File: src/rtl/keypad_pkg.sv
// Shared types and key map for the 4x4 calculator keypad scanner.
package keypad_pkg;

   typedef enum logic [1:0] {
      SCAN     = 2'd0,
      DEBOUNCE = 2'd1,
      HELD     = 2'd2
   } state_t;

   localparam logic [3:0] KEY_A    = 4'd10;
   localparam logic [3:0] KEY_B    = 4'd11;
   localparam logic [3:0] KEY_C    = 4'd12;
   localparam logic [3:0] KEY_D    = 4'd13;
   localparam logic [3:0] KEY_STAR = 4'd14;
   localparam logic [3:0] KEY_HASH = 4'd15;

   // Physical (row, column) position to calculator key code; digits are BCD.
   function automatic logic [3:0] key_map(input logic [1:0] row, input logic [1:0] col);
      logic [3:0] code;
      case ({row, col})
         4'h0: code = 4'd1;
         4'h1: code = 4'd2;
         4'h2: code = 4'd3;
         4'h3: code = KEY_A;
         4'h4: code = 4'd4;
         4'h5: code = 4'd5;
         4'h6: code = 4'd6;
         4'h7: code = KEY_B;
         4'h8: code = 4'd7;
         4'h9: code = 4'd8;
         4'hA: code = 4'd9;
         4'hB: code = KEY_C;
         4'hC: code = KEY_STAR;
         4'hD: code = 4'd0;
         4'hE: code = KEY_HASH;
         default: code = KEY_D;
      endcase
      return code;
   endfunction

endpackage

File: src/rtl/keypad_debounce_cnt.sv
// Saturating match counter shared by press confirmation and release detection.
module keypad_debounce_cnt #(
   parameter int unsigned TARGET = 8
) (
   input  logic clk,
   input  logic rst_n,
   input  logic i_clr,
   input  logic i_inc,
   output logic o_done
);

   localparam int unsigned CW = (TARGET < 1) ? 1 : $clog2(TARGET + 1);

   logic [CW-1:0] r_cnt;

   // Clear wins over increment; the count holds once it reaches TARGET.
   always_ff @(posedge clk or negedge rst_n) begin
      if (!rst_n) begin
         r_cnt <= '0;
      end else if (i_clr) begin
         r_cnt <= '0;
      end else if (i_inc && (r_cnt != CW'(TARGET))) begin
         r_cnt <= r_cnt + 1'b1;
      end
   end

   // High when the next increment brings the count to TARGET.
   assign o_done = (r_cnt >= CW'(TARGET - 1));

endmodule

File: src/rtl/keypad_scan_ctrl.sv
// Column scanner, row sampler and single-key debouncer for the 4x4 keypad.
module keypad_scan_ctrl
   import keypad_pkg::*;
#(
   parameter int unsigned SCAN_DIV     = 1000,
   parameter int unsigned DEBOUNCE_CNT = 8,
   parameter int unsigned CNT_W        = 16
) (
   input  logic       clk,
   input  logic       rst_n,
   input  logic [3:0] row_i,
   output logic [1:0] col_sel_o,
   output logic [3:0] key_code_o,
   output logic       key_valid_o,
   output logic       key_held_o
);

   logic [3:0]       r_row_m;
   logic [3:0]       r_row_s;
   logic [CNT_W-1:0] r_dwell;
   state_t           r_state;
   logic [1:0]       r_row_lat;
   logic [1:0]       r_col;
   logic [3:0]       r_code;
   logic             r_valid;
   logic             r_held;

   logic             w_sample;
   logic             w_any;
   logic [1:0]       w_row_idx;
   logic             w_row_hit;
   logic             w_cnt_clr;
   logic             w_cnt_inc;
   logic             w_cnt_done;
   state_t           w_state_nxt;
   logic [1:0]       w_lat_nxt;
   logic [1:0]       w_col_nxt;
   logic [3:0]       w_code_nxt;
   logic             w_valid_nxt;
   logic             w_held_nxt;

   // Two-flop synchroniser for the asynchronous row lines.
   always_ff @(posedge clk or negedge rst_n) begin
      if (!rst_n) begin
         r_row_m <= '0;
         r_row_s <= '0;
      end else begin
         r_row_m <= row_i;
         r_row_s <= r_row_m;
      end
   end

   // Free-running dwell counter; its terminal count is the sample event.
   always_ff @(posedge clk or negedge rst_n) begin
      if (!rst_n) begin
         r_dwell <= '0;
      end else if (r_dwell == CNT_W'(SCAN_DIV - 1)) begin
         r_dwell <= '0;
      end else begin
         r_dwell <= r_dwell + 1'b1;
      end
   end

   assign w_sample  = (r_dwell == CNT_W'(SCAN_DIV - 1));
   assign w_any     = (r_row_s != 4'b0000);
   assign w_row_hit = r_row_s[r_row_lat];

   // Row priority: lowest set bit wins.
   always_comb begin
      w_row_idx = 2'd0;
      if (r_row_s[0])      w_row_idx = 2'd0;
      else if (r_row_s[1]) w_row_idx = 2'd1;
      else if (r_row_s[2]) w_row_idx = 2'd2;
      else if (r_row_s[3]) w_row_idx = 2'd3;
   end

   keypad_debounce_cnt #(
      .TARGET (DEBOUNCE_CNT)
   ) u_match_cnt (
      .clk    (clk),
      .rst_n  (rst_n),
      .i_clr  (w_cnt_clr),
      .i_inc  (w_cnt_inc),
      .o_done (w_cnt_done)
   );

   // FSM next-state and output decisions, taken only on sample events.
   // One counter serves both press confirmation and release detection; it is
   // held clear while scanning so a single-sample debounce accepts from SCAN.
   always_comb begin
      w_state_nxt = r_state;
      w_lat_nxt   = r_row_lat;
      w_col_nxt   = r_col;
      w_code_nxt  = r_code;
      w_valid_nxt = 1'b0;
      w_held_nxt  = r_held;
      w_cnt_clr   = 1'b0;
      w_cnt_inc   = 1'b0;
      unique case (r_state)
         SCAN: begin
            w_cnt_clr = 1'b1;
            if (w_sample) begin
               if (w_any) begin
                  w_lat_nxt = w_row_idx;
                  if (w_cnt_done) begin
                     w_code_nxt  = key_map(w_row_idx, r_col);
                     w_valid_nxt = 1'b1;
                     w_held_nxt  = 1'b1;
                     w_state_nxt = HELD;
                  end else begin
                     w_cnt_clr   = 1'b0;
                     w_cnt_inc   = 1'b1;
                     w_state_nxt = DEBOUNCE;
                  end
               end else begin
                  w_col_nxt = r_col + 2'd1;
               end
            end
         end
         DEBOUNCE: begin
            if (w_sample) begin
               if (w_any && (w_row_idx == r_row_lat)) begin
                  if (w_cnt_done) begin
                     w_code_nxt  = key_map(r_row_lat, r_col);
                     w_valid_nxt = 1'b1;
                     w_held_nxt  = 1'b1;
                     w_state_nxt = HELD;
                     w_cnt_clr   = 1'b1;
                  end else begin
                     w_cnt_inc = 1'b1;
                  end
               end else begin
                  w_cnt_clr   = 1'b1;
                  w_col_nxt   = r_col + 2'd1;
                  w_state_nxt = SCAN;
               end
            end
         end
         HELD: begin
            if (w_sample) begin
               if (!w_row_hit) begin
                  if (w_cnt_done) begin
                     w_held_nxt  = 1'b0;
                     w_col_nxt   = r_col + 2'd1;
                     w_state_nxt = SCAN;
                     w_cnt_clr   = 1'b1;
                  end else begin
                     w_cnt_inc = 1'b1;
                  end
               end else begin
                  w_cnt_clr = 1'b1;
               end
            end
         end
         default: begin
            w_cnt_clr   = 1'b1;
            w_state_nxt = SCAN;
         end
      endcase
   end

   // State and registered outputs.
   always_ff @(posedge clk or negedge rst_n) begin
      if (!rst_n) begin
         r_state   <= SCAN;
         r_row_lat <= '0;
         r_col     <= '0;
         r_code    <= '0;
         r_valid   <= 1'b0;
         r_held    <= 1'b0;
      end else begin
         r_state   <= w_state_nxt;
         r_row_lat <= w_lat_nxt;
         r_col     <= w_col_nxt;
         r_code    <= w_code_nxt;
         r_valid   <= w_valid_nxt;
         r_held    <= w_held_nxt;
      end
   end

   assign col_sel_o   = r_col;
   assign key_code_o  = r_code;
   assign key_valid_o = r_valid;
   assign key_held_o  = r_held;

endmodule

File: config.mk
export PLATFORM = sky130hd
export DESIGN_NAME = keypad_scan_ctrl
export DESIGN_NICKNAME = d
export VERILOG_FILES = /design/src/rtl/keypad_pkg.sv /design/src/rtl/keypad_debounce_cnt.sv /design/src/rtl/keypad_scan_ctrl.sv
export SDC_FILE = /design/constraint.sdc
export NUM_CORES = 1
export LEC_CHECK = 0
export ABC_AREA = 0
export BUFFER_PORTS_ARGS = -buffer_cell sky130_fd_sc_hd__buf_4
export CAP_MARGIN = 5
export CORE_ASPECT_RATIO = 0.75
export CORE_MARGIN = 2
export CORE_UTILIZATION = 54
export DETAILED_ROUTE_END_ITERATION = 7
export PLACE_DENSITY_LB_ADDON = 0.08
export SKIP_CTS_REPAIR_TIMING = 1
export SYNTH_ARGS = -nofsm -noshare
export SYNTH_HDL_FRONTEND = slang
export SYNTH_SLANG_ARGS = --single-unit
File: constraint.sdc
create_clock -name clk -period 2.2 [get_ports clk]
set_clock_uncertainty 0.15 [all_clocks]
set_input_delay 0.11 -clock clk [delete_from_list [all_inputs] [get_ports clk]]
set_output_delay 0.11 -clock clk [all_outputs]
set_load 0.1 [all_outputs]
After elaboration in Yosys (flattened, before gate mapping)
Memories as Yosys holds them, arrays and structs flattened.
Cells that the tools add are included.

cells by class
  $add $sub $neg = 3
  $lt $le $gt $ge = 2
  equality and inequality tests = 17
  mux-type cells = 64
  reductions and logical operators = 12

operator list
  cell                                                         number
  two-way mux 2 bit                                            20
  two-way mux 4 bit                                            8
  two-way mux 1 bit                                            27
  adder 16 x 1 -> 16 bit (second input constant)               1
  equality test 16 x 10 -> 1 bit (second input constant)       1
  two-way mux 16 bit                                           1
  inequality test 2 bit (second input constant)                8
  AND reduction 8 bit                                          2
  AND reduction 7 bit                                          2
  one-hot mux 2 bit (3 select lines)                           2
  one-hot mux 1 bit (3 select lines)                           3
  one-hot mux 4 bit (2 select lines)                           1
  inequality test 2 x 1 -> 1 bit (second input constant)       3
  adder 4 x 1 -> 4 bit (second input constant)                 1
  >= comparator 4 x 3 -> 1 bit (second input constant)         1
  inequality test 4 bit (second input constant)                1
  nonzero test 2 bit                                           2
  nonzero test 4 bit                                           1
  less-than comparator 2 x 3 -> 1 bit (second input constant)  1
  inequality test 3 x 2 -> 1 bit (second input constant)       1
  AND reduction 3 bit                                          1
  nonzero test 3 bit                                           1
  adder 2 x 1 -> 2 bit (second input constant)                 1
  binary-select mux 1 bit (select 2 bit)                       1
  other kinds (6)                                              7

storage, ports and cells
  flip-flop bits (word level) = 40
  bits in read-only memories = 128
  output and inout port bits = 8
  memories = 2

memory list
  name             depth  width  read ports  clocked after memory_dff  write ports  line              text
  (no name shown)  16     4      1           0                         0            keypad_pkg.sv:20  case ({row, col})
  (no name shown)  16     4      1           0                         0            keypad_pkg.sv:20

Depth between registers and ports, before layout
  word-level depth = 12
  mapped depth = 8
  gate-level depth less buffers = 8

Modules after synthesis
Synthesis repeated with hierarchy kept, for this count alone.

second synthesis, totals
  cells, all modules = 214
  area, all modules = 2331.0 um^2

modules (own cells, without submodules)
  module               instances  cells each  area an instance (um^2)  seq. area each (um^2)
  keypad_scan_ctrl     1          190         2093.3                   900.9
  keypad_debounce_cnt  1          24          237.7                    100.1

Least setup slack after synthesis
No wires, ideal clock.

  path kind = register -> register
  from = register r_col[0] (netlist: col_sel_o[0])
  to = register r_code[1] (netlist: key_code_o[1])
  library setup time = 69 ps
  data arrival time = 2238 ps
  path slack = -257 ps
  cell stages (with the launch flop) = 6
  buffers on the path = 0
  cell sequence = dfrtp_1 inv_1 ha_1 mux4_2 a21oi_1 a22o_1

on the way
  word-level cells in the longest chain between the ends = 5

RTL lines
  element                                      line                                              text
  start: declaration                           keypad_scan_ctrl.sv:23                            logic [1:0] r_col;
  start signal: assignment                     keypad_scan_ctrl.sv:174                           r_col <= w_col_nxt;
  memory read (16 x 4 bit)                     -
  two-way mux 4 bit, on equally long branches  keypad_scan_ctrl.sv:123, keypad_scan_ctrl.sv:105
  two-way mux 4 bit, on equally long branches  keypad_scan_ctrl.sv:122, keypad_scan_ctrl.sv:103
  two-way mux 4 bit, on equally long branches  keypad_scan_ctrl.sv:121, keypad_scan_ctrl.sv:102
  one-hot mux 4 bit (2 select lines) (*)       keypad_scan_ctrl.sv:99                            unique case (r_state)
  end signal: assignment                       keypad_scan_ctrl.sv:175                           r_code <= w_code_nxt;
  end: declaration                             keypad_scan_ctrl.sv:24                            logic [3:0] r_code;

Every way passes the cells marked *; elsewhere a longest branch is shown, timed or not. The select of a mux whose other input is x is not followed.
A chain may end at the register's enable or synchronous reset.

Worst setup path in the final report
  from = register r_dwell[14]
  to = register r_col[1] (netlist: col_sel_o[1])

on the way
  word-level cells in the longest chain between the ends = 3

RTL lines
  element                             line                    text
  start: declaration                  keypad_scan_ctrl.sv:20  logic [CNT_W-1:0] r_dwell;
  start signal: assignment            keypad_scan_ctrl.sv:60  r_dwell <= r_dwell + 1'b1;
  equality test 16 x 10 -> 1 bit (*)  keypad_scan_ctrl.sv:64  assign w_sample = (r_dwell == CNT_W'(SCAN_DIV - 1));
  inequality test 2 bit (no line)     -
  AND reduction 8 bit (no line) (*)   -

Every way passes the cells marked *; elsewhere a longest branch is shown, timed or not.

==> metrics.txt <==
fillers 277; r2r startpoint r_dwell[14]; shortest period the worst path allows between 2000 and 2500 ps; H-tree depth 2; failing checks negative setup slack; Detailed Route Iter0 Violations between 150 and 200; number of global-route vias before repair 1,706; non-filler cells in the finished layout about 340; slowest CP cell or4_4; Post-Route WL approximately 5.3 mm; reg2reg setup slack -250 ps; # rows 20; post-synth net total 237; Core ar. a little under 4000 um^2; crit path DAT ~2500 ps; final core occ between 70 and 80%; Post-Route Setup TNS -1652 ps; drt via density about 5.7; # diodes 0; Seq cells post-synth 40; max-cap viol count 0; largest fanout on the critical path 3; final worst-path cycle share 111.4%; hpwl dp 3.778 mm; share of cells above drive strength 1 a little under a third; status finished, violations left; deepest clock path buffer count 2; Initial Util a little under three fifths; I/O Buffers 13; CP Data Required Time between 2000 and 2500 ps; # DRC 0; clock sinks 40; RR Endpoint col_sel_o[1]; gpl congestion 0.8720; number of synthesized flops with an enable pin 0; nets between 200 and 300; Worst Path Class, Setup flop to flop; gr ovfl total 0; WHS approximately 160 ps; Synth top area share about 45%; fin. max-slew vios 0; CP most frequent cell nand3_2; cell taking the most area after synthesis dfrtp_1; Gate Count Post-Synth between 200 and 250; Gate power share under 10%; Setup-failing EPs final 13; Worst Tran Pin Value 528.6 ps; R2R depth 7; Int Power between 1 and 1.5 mW; worst-skew pair later-pin latency roughly 300 ps; synth warn 0; share of flip-flops with an asynchronous set or reset 100.0%; pin count of the biggest net entering global routing just over 40; HP Class input port to asynchronous set/reset pin; top-count cell post-synth dfrtp_1; Crit. Startpoint r_dwell[14]; clock power share a little over two fifths; io pins 14; dpl ws -238.0 ps; crit start category flop; Largest stage delay, worst path between 500 and 600 ps; width of the die 77.87 um; VDD IR max 0.0003336 V; cts bufs inserted 5; ranking of synthesized cells by area dfrtp_1, ha_1, mux2i_1, a21oi_1, nand2_1; initial antenna violation count 0; DRT Pass-1 Iters 4; Avg Synthesized Cell Area 10.04 um^2; DIE AREA between 4000 and 5000 um^2; sequential fraction of the synthesis area a little under half; Netlist cell types 43; Power Total 1.428 mW; fmax 408.0 MHz; die span in y 59.40 um; Final Hold Viols 0; placed cells around 320; Sw Ratio around 22%; first-pass GRT wire length 8.466 mm; Avg WL per Cell around 16 um; area grow syn2layout 30.63%; DP Area between 2000 and 3000 um^2; P_leak ~1.3 nW; Critical Path Sink Type flop; Mapped Area between 2000 and 2500 um^2; routed via count around 1,900; relative slew slack between 60% and 70%; Reg power frac between 50% and 60%; clk root buf clkbuf_8; pwr/cell area roughly 490 nW/um^2; Synth Flop Type dfrtp_1; CTS tree done; Total GRT Usage about a quarter; CP endpoint col_sel_o[1]; unrepaired setup endpoints after global routing true; ANT nets after route 0; Finished Cell Area 2887 um^2; CTS clk-pin slew, worst paths 80 ps; Synth top cells by count dfrtp_1, nand2_1, nor2_1; Net Switching ~320 uW; Worst Slack Setup Final -251.0 ps; crit path cell chain or4_4, nor4_4, buf_4, nand3_2, a21oi_2, nand3_2, mux2_4
[power by group through the flow]
stage / logic [mW] / registers, mW / clock network, mW
finish: 0.0745 / 0.747 / 0.606
global route: 0.0830 / 0.747 / 0.652
CTS: 0.0677 / 0.746 / 0.625
detailed placement: 0.0671 / 0.760 / 0
global placement: 0.0648 / 0.761 / 0
floorplan: 0.0244 / 0.762 / 0
[registers in the layout, indices dropped and copies added, names as in the netlist]
signal / flops
col_sel_o: 2
key_code_o: 4
key_held_o: 1
key_valid_o: 1
r_dwell: 16
r_row_lat: 2
r_row_m: 4
r_row_s: 4
r_state: 2
u_match_cnt.r_cnt: 4
[layout make-up]
cell class / instances / area, um^2 / share of cell area (%)
repair buffers: 60 / 462.9 / 16.04
well taps: 55 / 68.82 / 2.384
multi-input cells: 164 / 1202 / 41.66
clock inverters: 3 / 42.54 / 1.474
flip-flops and latches: 40 / 1003 / 34.76
inverters: 10 / 37.54 / 1.300
clock buffers: 5 / 68.82 / 2.384
[placed cells by master, fill, tap and decap left out, types with 2 or more instances in the layout]
cell and n:
nor4_4 2, mux2i_1 9, or3_1 2, dfrtp_1 38, dfrtp_2 2, o211ai_1 7
o21ai_0 12, o21ba_2 2, nand2_1 16, clkbuf_8 5, nor3_1 2, dlygate4sd3_1 5
o21bai_1 3, or4_4 3, a21oi_2 2, mux2_2 3, and3_1 3, inv_1 9
a31oi_1 2, nor2b_1 4, xnor2_1 6, ha_1 11, nand3_1 10, a41oi_2 2
buf_4 55, nor3b_1 2, nor2_1 17, nand3_2 3, nand4_1 3, xor2_1 7
a211oi_1 4, a21oi_1 14
[worst max-delay path, delay by kind of cell (launching register included)]
kind,cells,cell delay [ps]
simple gates,4,1080
flops,1,400
mux,1,310
compound gates,1,200
buf+inv,1,190
[routing by layer]
metal	part of all wire [%]	vias up	global-route usage, %
met5	0	-	0
met4	1.4	0	9.184
met3	5.8	7	4.726
met2	45	61	36.45
met1	48	938	35.53
li1	-	913	-
[how the worst min path moves through the flow]
stage / to / slack [ps] / depth (start not counted)
after floorplan: col_sel_o[0] / -340 / 0
after global placement: r_dwell[2] / -50 / 1
after detailed placement: r_dwell[2] / -30 / 1
after CTS: r_row_s[1] / -360 / 1
after global routing: r_row_m[0] / 210 / 2
final: r_dwell[2] / 160 / 2
[logic make-up (layout without fill, tap and decap cells)]
kind of cell,count (synthesis),count (layout),share of synthesized area (%)
buffers and inverters,16,78,2.718
muxes,14,14,7.304
DFF,40,40,45.30
adders and majority gates,11,11,6.229
and+or+nand+nor,72,72,17.33
AOI/OAI and AO/OA,54,54,15.97
xor gates and xnor gates,13,13,5.153
(Power assumes the default switching activity.)
